<file path="src/rtl/cpu_ctrl_pkg.sv">
// Shared definitions for the multi-cycle control unit.
// Contents: opcode/funct/rt codes, RegDst/MemtoReg/RegWrite encodings,
// the sequencing state enum and a small helper used for counter sizing.
package cpu_ctrl_pkg;

  localparam logic [5:0] OP_RTYPE  = 6'h00;
  localparam logic [5:0] OP_REGIMM = 6'h01;
  localparam logic [5:0] OP_J      = 6'h02;
  localparam logic [5:0] OP_JAL    = 6'h03;
  localparam logic [5:0] OP_BEQ    = 6'h04;
  localparam logic [5:0] OP_BNE    = 6'h05;
  localparam logic [5:0] OP_BLEZ   = 6'h06;
  localparam logic [5:0] OP_BGTZ   = 6'h07;
  localparam logic [5:0] OP_LB     = 6'h20;
  localparam logic [5:0] OP_LH     = 6'h21;
  localparam logic [5:0] OP_LWL    = 6'h22;
  localparam logic [5:0] OP_LW     = 6'h23;
  localparam logic [5:0] OP_LBU    = 6'h24;
  localparam logic [5:0] OP_LHU    = 6'h25;
  localparam logic [5:0] OP_LWR    = 6'h26;
  localparam logic [5:0] OP_SB     = 6'h28;
  localparam logic [5:0] OP_SH     = 6'h29;
  localparam logic [5:0] OP_SW     = 6'h2B;

  localparam logic [5:0] FN_JR    = 6'h08;
  localparam logic [5:0] FN_JALR  = 6'h09;
  localparam logic [5:0] FN_MFHI  = 6'h10;
  localparam logic [5:0] FN_MTHI  = 6'h11;
  localparam logic [5:0] FN_MFLO  = 6'h12;
  localparam logic [5:0] FN_MTLO  = 6'h13;
  localparam logic [5:0] FN_MULT  = 6'h18;
  localparam logic [5:0] FN_MULTU = 6'h19;
  localparam logic [5:0] FN_DIV   = 6'h1A;
  localparam logic [5:0] FN_DIVU  = 6'h1B;

  localparam logic [4:0] RT_BLTZAL = 5'h10;
  localparam logic [4:0] RT_BGEZAL = 5'h11;

  localparam logic [1:0] REGDST_RT = 2'd0;
  localparam logic [1:0] REGDST_RD = 2'd1;
  localparam logic [1:0] REGDST_RA = 2'd2;

  localparam logic [2:0] M2R_ALU  = 3'd0;
  localparam logic [2:0] M2R_MEM  = 3'd1;
  localparam logic [2:0] M2R_LINK = 3'd2;
  localparam logic [2:0] M2R_HI   = 3'd3;
  localparam logic [2:0] M2R_LO   = 3'd4;

  localparam logic [1:0] RW_NONE = 2'b00;
  localparam logic [1:0] RW_LWL  = 2'b01;
  localparam logic [1:0] RW_LWR  = 2'b10;
  localparam logic [1:0] RW_WORD = 2'b11;

  typedef enum logic [1:0] {RUN, MEM_WAIT, RMW_WR} state_t;

  function automatic int max2(input int a, input int b);
    return (a > b) ? a : b;
  endfunction

endpackage

</file>
<file path="src/rtl/multicycle_control_if.sv">
// Instruction/memory handshake and datapath control bundle.
// master: instruction source + datapath (drives instruction fields and
//         mem_ready, receives control).
// slave : the control unit.
interface multicycle_control_if;
  logic       instr_valid;
  logic [5:0] opcode;
  logic [5:0] funct;
  logic [4:0] rt;
  logic       mem_ready;
  logic       stall;
  logic       JR;
  logic       Jump;
  logic       delay_early;
  logic [1:0] RegWrite;
  logic [1:0] RegDst;
  logic [2:0] MemtoReg;
  logic       MemRead;
  logic       MemWrite;
  logic [1:0] HI_write;
  logic [1:0] LO_write;
  logic       muldiv_start;
  logic       muldiv_is_div;
  logic       muldiv_busy;

  modport master (
    output instr_valid, opcode, funct, rt, mem_ready,
    input  stall, JR, Jump, delay_early, RegWrite, RegDst, MemtoReg,
           MemRead, MemWrite, HI_write, LO_write,
           muldiv_start, muldiv_is_div, muldiv_busy
  );

  modport slave (
    input  instr_valid, opcode, funct, rt, mem_ready,
    output stall, JR, Jump, delay_early, RegWrite, RegDst, MemtoReg,
           MemRead, MemWrite, HI_write, LO_write,
           muldiv_start, muldiv_is_div, muldiv_busy
  );
endinterface

</file>
<file path="src/rtl/multicycle_control_muldiv_timer.sv">
// Background latency timer for the multiply/divide unit.
// Ports: clk, reset_n (sync, active low), start (load), is_div (selects
// DIV_CYCLES vs MULT_CYCLES), busy (count != 0), done (count == 1).
module muldiv_timer #(
  parameter int MULT_CYCLES = 4,
  parameter int DIV_CYCLES  = 32
) (
  input  logic clk,
  input  logic reset_n,
  input  logic start,
  input  logic is_div,
  output logic busy,
  output logic done
);
  import cpu_ctrl_pkg::*;

  localparam int CW = $clog2(max2(MULT_CYCLES, DIV_CYCLES) + 1);
  localparam logic [CW-1:0] MULT_LOAD = CW'(MULT_CYCLES);
  localparam logic [CW-1:0] DIV_LOAD  = CW'(DIV_CYCLES);

  logic [CW-1:0] count;

  always_ff @(posedge clk) begin
    if (!reset_n) begin
      count <= '0;
    end else if (start) begin
      count <= is_div ? DIV_LOAD : MULT_LOAD;
    end else if (count != '0) begin
      count <= count - CW'(1);
    end
  end

  assign busy = (count != '0);
  // Terminal count: the last busy cycle is the HI/LO completion write.
  assign done = (count == CW'(1));

endmodule

</file>
<file path="src/rtl/multicycle_control.sv">
// Multi-cycle control unit: combinational decode of the presented
// instruction plus memory sequencing and HI/LO interlock.
// Ports: clk, reset_n (sync, active low), bus (slave side of
// multicycle_control_if: instruction fields and mem_ready in, stall and
// datapath control out).
//
// state    | meaning
// RUN      | first cycle of an instruction / no memory access pending
// MEM_WAIT | load or word store waiting for mem_ready
// RMW_WR   | write phase of an SB/SH read-modify-write
module multicycle_control #(
  parameter int MULT_CYCLES = 4,
  parameter int DIV_CYCLES  = 32,
  parameter int RMW_ENABLE  = 1
) (
  input logic                  clk,
  input logic                  reset_n,
  multicycle_control_if.slave  bus
);
  import cpu_ctrl_pkg::*;

  state_t state, state_nx;

  logic valid, rtype;
  logic fn_jr, fn_jalr, fn_mfhi, fn_mflo, fn_mthi, fn_mtlo, fn_muldiv, fn_div;
  logic is_load, is_sbsh, is_wr_op, is_rmw, hazard;
  logic stall, retire, mem_rd, mem_wr;
  logic timer_busy, timer_done;
  logic [1:0] dec_rw, dec_rd;
  logic [2:0] dec_m2r;
  logic dec_jr, dec_jmp, dec_de;

  assign valid     = bus.instr_valid;
  assign rtype     = valid && (bus.opcode == OP_RTYPE);
  assign fn_jr     = rtype && (bus.funct == FN_JR);
  assign fn_jalr   = rtype && (bus.funct == FN_JALR);
  assign fn_mfhi   = rtype && (bus.funct == FN_MFHI);
  assign fn_mflo   = rtype && (bus.funct == FN_MFLO);
  assign fn_mthi   = rtype && (bus.funct == FN_MTHI);
  assign fn_mtlo   = rtype && (bus.funct == FN_MTLO);
  assign fn_div    = rtype && ((bus.funct == FN_DIV) || (bus.funct == FN_DIVU));
  assign fn_muldiv = fn_div || (rtype && ((bus.funct == FN_MULT) || (bus.funct == FN_MULTU)));

  assign is_load  = valid && ((bus.opcode == OP_LB)  || (bus.opcode == OP_LH)  ||
                              (bus.opcode == OP_LW)  || (bus.opcode == OP_LBU) ||
                              (bus.opcode == OP_LHU) || (bus.opcode == OP_LWL) ||
                              (bus.opcode == OP_LWR));
  assign is_sbsh  = valid && ((bus.opcode == OP_SB) || (bus.opcode == OP_SH));
  assign is_rmw   = is_sbsh && (RMW_ENABLE != 0);
  assign is_wr_op = (valid && (bus.opcode == OP_SW)) || (is_sbsh && (RMW_ENABLE == 0));
  assign hazard   = timer_busy && (fn_mfhi || fn_mflo || fn_mthi || fn_mtlo || fn_muldiv);

  always_comb begin
    dec_rw  = RW_NONE;
    dec_rd  = REGDST_RT;
    dec_m2r = M2R_ALU;
    dec_jr  = 1'b0;
    dec_jmp = 1'b0;
    dec_de  = 1'b0;
    if (valid) begin
      case (bus.opcode)
        OP_RTYPE: begin
          if (!(fn_jr || fn_mthi || fn_mtlo || fn_muldiv)) begin
            dec_rw = RW_WORD;
            dec_rd = REGDST_RD;
          end
          if (fn_jr || fn_jalr) begin
            dec_jr = 1'b1;
            dec_de = 1'b1;
          end
          if (fn_jalr) dec_m2r = M2R_LINK;
          if (fn_mfhi) dec_m2r = M2R_HI;
          if (fn_mflo) dec_m2r = M2R_LO;
        end
        OP_REGIMM: begin
          dec_de = 1'b1;
          if ((bus.rt == RT_BLTZAL) || (bus.rt == RT_BGEZAL)) begin
            dec_rd  = REGDST_RA;
            dec_m2r = M2R_LINK;
            dec_rw  = RW_WORD;
          end
        end
        OP_J: begin
          dec_jmp = 1'b1;
          dec_de  = 1'b1;
        end
        OP_JAL: begin
          dec_jmp = 1'b1;
          dec_de  = 1'b1;
          dec_rd  = REGDST_RA;
          dec_m2r = M2R_LINK;
          dec_rw  = RW_WORD;
        end
        OP_BEQ, OP_BNE, OP_BLEZ, OP_BGTZ: dec_de = 1'b1;
        OP_LB, OP_LH, OP_LW, OP_LBU, OP_LHU: begin
          dec_m2r = M2R_MEM;
          dec_rw  = RW_WORD;
        end
        OP_LWL: begin
          dec_m2r = M2R_MEM;
          dec_rw  = RW_LWL;
        end
        OP_LWR: begin
          dec_m2r = M2R_MEM;
          dec_rw  = RW_LWR;
        end
        OP_SB, OP_SH, OP_SW: ;
        default: dec_rw = RW_WORD;
      endcase
    end
  end

  // Strobes stay asserted for the whole phase so memory sees the request
  // in every cycle it is waiting on.
  always_comb begin
    state_nx = state;
    stall    = 1'b0;
    mem_rd   = 1'b0;
    mem_wr   = 1'b0;
    if (!valid) begin
      state_nx = RUN;
    end else begin
      case (state)
        RUN: begin
          if (hazard) begin
            stall = 1'b1;
          end else if (is_load || is_wr_op) begin
            mem_rd = is_load;
            mem_wr = is_wr_op;
            stall  = !bus.mem_ready;
            if (!bus.mem_ready) state_nx = MEM_WAIT;
          end else if (is_rmw) begin
            mem_rd = 1'b1;
            stall  = 1'b1;
            if (bus.mem_ready) state_nx = RMW_WR;
          end
        end
        MEM_WAIT: begin
          mem_rd = is_load;
          mem_wr = is_wr_op;
          stall  = !bus.mem_ready;
          if (bus.mem_ready) state_nx = RUN;
        end
        RMW_WR: begin
          mem_wr = 1'b1;
          stall  = !bus.mem_ready;
          if (bus.mem_ready) state_nx = RUN;
        end
        default: state_nx = RUN;
      endcase
    end
  end

  always_ff @(posedge clk) begin
    if (!reset_n) state <= RUN;
    else          state <= state_nx;
  end

  assign retire = valid && !stall;

  muldiv_timer #(
    .MULT_CYCLES (MULT_CYCLES),
    .DIV_CYCLES  (DIV_CYCLES)
  ) u_timer (
    .clk     (clk),
    .reset_n (reset_n),
    .start   (retire && fn_muldiv),
    .is_div  (fn_div),
    .busy    (timer_busy),
    .done    (timer_done)
  );

  // Every output is forced low while reset is asserted.
  assign bus.stall         = reset_n && stall;
  assign bus.JR            = reset_n && retire && dec_jr;
  assign bus.Jump          = reset_n && retire && dec_jmp;
  assign bus.delay_early   = reset_n && retire && dec_de;
  assign bus.RegWrite      = (reset_n && retire) ? dec_rw : RW_NONE;
  assign bus.RegDst        = reset_n ? dec_rd : REGDST_RT;
  assign bus.MemtoReg      = reset_n ? dec_m2r : M2R_ALU;
  assign bus.MemRead       = reset_n && mem_rd;
  assign bus.MemWrite      = reset_n && mem_wr;
  assign bus.HI_write      = (reset_n && (timer_done || (retire && fn_mthi))) ? 2'b11 : 2'b00;
  assign bus.LO_write      = (reset_n && (timer_done || (retire && fn_mtlo))) ? 2'b11 : 2'b00;
  assign bus.muldiv_start  = reset_n && retire && fn_muldiv;
  assign bus.muldiv_is_div = reset_n && retire && fn_div;
  assign bus.muldiv_busy   = reset_n && timer_busy;

endmodule

</file>
<file path="src/flat_wrapper.sv">
// flat-port wrapper written by rule: the top's interface ports become plain ports
module multicycle_control_flat import cpu_ctrl_pkg::*;
#(
  parameter int MULT_CYCLES = 4,
  parameter int DIV_CYCLES  = 32,
  parameter int RMW_ENABLE  = 1
)
  (clk, reset_n, bus_instr_valid, bus_opcode, bus_funct, bus_rt, bus_mem_ready, bus_stall, bus_JR, bus_Jump, bus_delay_early, bus_RegWrite, bus_RegDst, bus_MemtoReg, bus_MemRead, bus_MemWrite, bus_HI_write, bus_LO_write, bus_muldiv_start, bus_muldiv_is_div, bus_muldiv_busy);
  multicycle_control_if bus_i ();
  input logic clk;
  input logic reset_n;
  input wire logic [$bits(bus_i.instr_valid)-1:0] bus_instr_valid;
  input wire logic [$bits(bus_i.opcode)-1:0] bus_opcode;
  input wire logic [$bits(bus_i.funct)-1:0] bus_funct;
  input wire logic [$bits(bus_i.rt)-1:0] bus_rt;
  input wire logic [$bits(bus_i.mem_ready)-1:0] bus_mem_ready;
  output wire logic [$bits(bus_i.stall)-1:0] bus_stall;
  output wire logic [$bits(bus_i.JR)-1:0] bus_JR;
  output wire logic [$bits(bus_i.Jump)-1:0] bus_Jump;
  output wire logic [$bits(bus_i.delay_early)-1:0] bus_delay_early;
  output wire logic [$bits(bus_i.RegWrite)-1:0] bus_RegWrite;
  output wire logic [$bits(bus_i.RegDst)-1:0] bus_RegDst;
  output wire logic [$bits(bus_i.MemtoReg)-1:0] bus_MemtoReg;
  output wire logic [$bits(bus_i.MemRead)-1:0] bus_MemRead;
  output wire logic [$bits(bus_i.MemWrite)-1:0] bus_MemWrite;
  output wire logic [$bits(bus_i.HI_write)-1:0] bus_HI_write;
  output wire logic [$bits(bus_i.LO_write)-1:0] bus_LO_write;
  output wire logic [$bits(bus_i.muldiv_start)-1:0] bus_muldiv_start;
  output wire logic [$bits(bus_i.muldiv_is_div)-1:0] bus_muldiv_is_div;
  output wire logic [$bits(bus_i.muldiv_busy)-1:0] bus_muldiv_busy;
  assign bus_i.instr_valid = bus_instr_valid;
  assign bus_i.opcode = bus_opcode;
  assign bus_i.funct = bus_funct;
  assign bus_i.rt = bus_rt;
  assign bus_i.mem_ready = bus_mem_ready;
  assign bus_stall = bus_i.stall;
  assign bus_JR = bus_i.JR;
  assign bus_Jump = bus_i.Jump;
  assign bus_delay_early = bus_i.delay_early;
  assign bus_RegWrite = bus_i.RegWrite;
  assign bus_RegDst = bus_i.RegDst;
  assign bus_MemtoReg = bus_i.MemtoReg;
  assign bus_MemRead = bus_i.MemRead;
  assign bus_MemWrite = bus_i.MemWrite;
  assign bus_HI_write = bus_i.HI_write;
  assign bus_LO_write = bus_i.LO_write;
  assign bus_muldiv_start = bus_i.muldiv_start;
  assign bus_muldiv_is_div = bus_i.muldiv_is_div;
  assign bus_muldiv_busy = bus_i.muldiv_busy;
  multicycle_control #(.MULT_CYCLES(MULT_CYCLES), .DIV_CYCLES(DIV_CYCLES), .RMW_ENABLE(RMW_ENABLE)) u_core (.clk(clk), .reset_n(reset_n), .bus(bus_i));
endmodule
</file>
<file path="config.mk">
export PLATFORM = sky130hd
export DESIGN_NAME = multicycle_control_flat
export DESIGN_NICKNAME = d
export VERILOG_FILES = /design/src/rtl/cpu_ctrl_pkg.sv /design/src/rtl/multicycle_control_if.sv /design/src/rtl/multicycle_control_muldiv_timer.sv /design/src/rtl/multicycle_control.sv /design/src/flat_wrapper.sv
export SDC_FILE = /design/constraint.sdc
export NUM_CORES = 1
export LEC_CHECK = 0
export CORE_MARGIN = 8
export CORE_UTILIZATION = 50
export CTS_BUF_LIST = sky130_fd_sc_hd__clkbuf_8
export CTS_CLUSTER_DIAMETER = 30
export DETAILED_ROUTE_END_ITERATION = 8
export DONT_BUFFER_PORTS = 1
export PLACE_DENSITY = 0.68
export SYNTH_ARGS = -nofsm -noshare
export SYNTH_HDL_FRONTEND = slang
export SYNTH_SLANG_ARGS = --single-unit
</file>
<file path="constraint.sdc">
create_clock -name clk -period 2.45 [get_ports clk]
set_clock_uncertainty 0.1 [all_clocks]
set_input_delay 0.49 -clock clk [delete_from_list [all_inputs] [get_ports clk]]
set_output_delay 0.49 -clock clk [all_outputs]
set_load 0.05 [all_outputs]
</file>
==> flow_metrics.tcl <==
set metrics [dict create \
    cts_root_buf "clkbuf_8" \
    setup_viol 7 \
    first_global_vias 1262 \
    synthTopCellsByArea "dfxtp_1 14%, nor2_1 8.1%, ha_1 6.7%, nand2_1 6.4%, a21oi_1 6.3%" \
    post-dp-hpwl_um 2670 \
    min_to "u_core.u_timer.count[2]" \
    drcViolationCount 0 \
    diodes 0 \
    routed_wl_um 3330 \
    grt_max_degree 15 \
    critPathMaxFanout 7 \
    rows 17 \
    antenna_found_initial 0 \
    htree_levels 1 \
    io_buffers 0 \
    violations "negative setup slack" \
    syn_area_sq_um 1110 \
    initial_core_util_pct 51.4 \
    avgSynthCellArea_sq_um 6.92 \
    cp-end-kind "output port" \
    comb_power_share_pct 64.6 \
    syn_nets 188 \
    relSlewSlack_pct 74.7 \
    final_core_util_pct 72.2 \
    wire_per_inst_um 15.3 \
    yosys.area.top_type "dfxtp_1" \
    yosysWarningCount 0 \
    fmax_mhz 400 \
    cp.arrival_ns 1.91 \
    die_x_um 63.2 \
    fp.dieArea_sq_um 4000 \
    area_growth_pct 40.5 \
    synth_edf_count 0 \
    start_kind "register" \
    required_ns 1.86 \
    rsz0062_at_grt "yes" \
    async_reset_ff_share_pct 0 \
    hold_start "reset_n" \
    cts_tree "yes" \
    core_area_sq_um 2170 \
    synthCells 161 \
    finalHoldViolations 0 \
    final_layout_size_suffix_gt1_share_pct 37.4 \
    power.leakage_nw 0.599 \
    pwr-share-clk_pct 15.5 \
    critPathKind "register to output port" \
    viasPerCell 5.93 \
    seq_area_frac_synth_pct 14.4 \
    min_path_cells 1 \
    worstReg2RegEnd "u_core.u_timer.count[2]" \
    tightest_slew_ns 0.376 \
    pin_count 41 \
    holdWs_ns 0.304 \
    synth_top_area_share_pct 14.4 \
    ant_nets 0 \
    synth_cell_types 49 \
    fin_nets 219 \
    power_density_nw_per_um2 633 \
    finalCritPeriodShare_pct 102 \
    status "finished, violations left" \
    fin_crit_ns 2.50 \
    firstDrtPassIters 4 \
    cap_viol_max_count 0 \
    synth_flop_cell "dfxtp_1" \
    grt_pass1_wl_um 5490 \
    peakVddDrop_mv 0.639 \
    clkLatencyLatePin_ns 0.22 \
    finalMaxSlewViolations 0 \
    routabilityCongestion 0.869 \
    vias 1292 \
    clkTransAtPathRegs_ns 0.04 \
    setup_slack_ns -0.0497 \
    clockBufferDepth 2 \
    synth_seq_cells 8 \
    min_path_type "primary input to register" \
    ff2ff_path_depth 10 \
    drt_iter0_markers 19 \
    pre_cts_ws_ns -0.00819 \
    internal_power_mw 0.586 \
    grt-ovfl-total 0 \
    layout_common_cells "26 x buf_4, 20 x nor2_1, 18 x nand2_1" \
    final_common_cell "buf_4" \
    hold_buffers 0 \
    rr_startpoint "u_core.u_timer.count[1]" \
    worst-r2r-setup-slack_ns 0.46 \
    p_sw_share_pct 40.9 \
    switchingPower_mw 0.405 \
    numCtsBuffers 3 \
    die_h_um 63.2 \
    track_usage_pct 15.9 \
    seq_power_share_pct 19.9 \
    cts.sink_count 8 \
]
[how the worst max path moves through the flow]
stage	from	to	slack, ns	cells after the start
after floorplan	bus_opcode[0]	bus_HI_write[1]	-0.23	7
after global placement	u_core.u_timer.count[0]	bus_HI_write[0]	-0.003	8
after detailed placement	u_core.u_timer.count[0]	bus_HI_write[0]	-0.008	8
after CTS	u_core.u_timer.count[1]	bus_HI_write[0]	-0.08	8
after global routing	u_core.u_timer.count[1]	bus_HI_write[1]	-0.12	8
final	u_core.u_timer.count[1]	bus_HI_write[0]	-0.05	8
[what timing repair did]
item	CTS	global route
resized for setup	15	1
setup endpoints to repair	11	13
pin swaps	6	5
buffers inserted	3	1
[layer usage]
layer | GRT usage, % | vias to the layer above | wire length [um]
li1 | - | 648 | -
met1 | 17.4 | 604 | 1380
met2 | 28.7 | 36 | 1720
met3 | 5.30 | 4 | 211
met4 | 3.62 | 0 | 21
met5 | 0 | - | 0
[worst max-delay path, cell delays in order, from the launching register on]
cell and delay [ns]:
dfxtp_2 0.33, inv_2 0.05, ha_4 0.16, nand2b_4 0.06
and2b_2 0.23, or4_4 0.43, nand3_4 0.15, o31ai_4 0.10
buf_12 0.18
[cells in the mapped netlist, types with 2 or more instances]
master and count:
a211oi_1 4, a21oi_1 14, buf_2 2, buf_4 3, buf_6 2, dfxtp_1 8
ha_1 6, inv_1 8, nand2_1 19, nand2b_1 6, nand3_1 5, nand3b_1 2
nor2_1 24, nor3_1 5, nor3_2 2, nor4_1 3, o211ai_1 2, o21ai_0 9
o21ai_1 3, o31ai_1 2, or3_1 3, or3b_1 2
[logic make-up after synthesis]
kind of cell	synth area share, %
buffers and inverters	7.63
XOR/XNOR	1.57
AND/OR/NAND/NOR	43.8
adder cells (fa/ha/maj)	6.73
multiplexers	1.01
flip-flops	14.4
AO/OA/AOI/OAI	24.9
[power groups by stage]
stage / Clock [mW] / Combinational (mW) / Sequential [mW]
6_report: 0.154 / 0.640 / 0.198
5_1_grt: 0.165 / 0.690 / 0.202
4_1_cts: 0.160 / 0.607 / 0.197
3_5_place_dp: 0 / 0.549 / 0.194
3_3_place_gp: 0 / 0.537 / 0.190
2_1_floorplan: 0 / 0.384 / 0.189
[registers in the layout, indices dropped and copies added (netlist names)]
signal                count
u_core.u_timer.count      6
u_core.state              2
[cell type report]
class                           instances  area, sq um
Multi-Input combinational cell        138          986
Fill cell                             187          603
Tap cell                               28         35.0
Clock buffer                            3         41.3
Inverter                                8         30.0
Sequential cell                         8          165
Timing Repair Buffer                   33          309
[per-stage QoR]
step           cell area (sq um)  setup TNS [ns]  instances  total power [mW]
6_report                    1570          -0.255        218             0.992
2_1_floorplan               1200          -0.930        161             0.573
3_5_place_dp                1450         -0.0163        211             0.742
4_1_cts                     1550          -0.511        217             0.964
3_3_place_gp                1450        -0.00536        211             0.727
5_1_grt                     1570           -1.08        218              1.06
(Power assumes the default switching activity.)
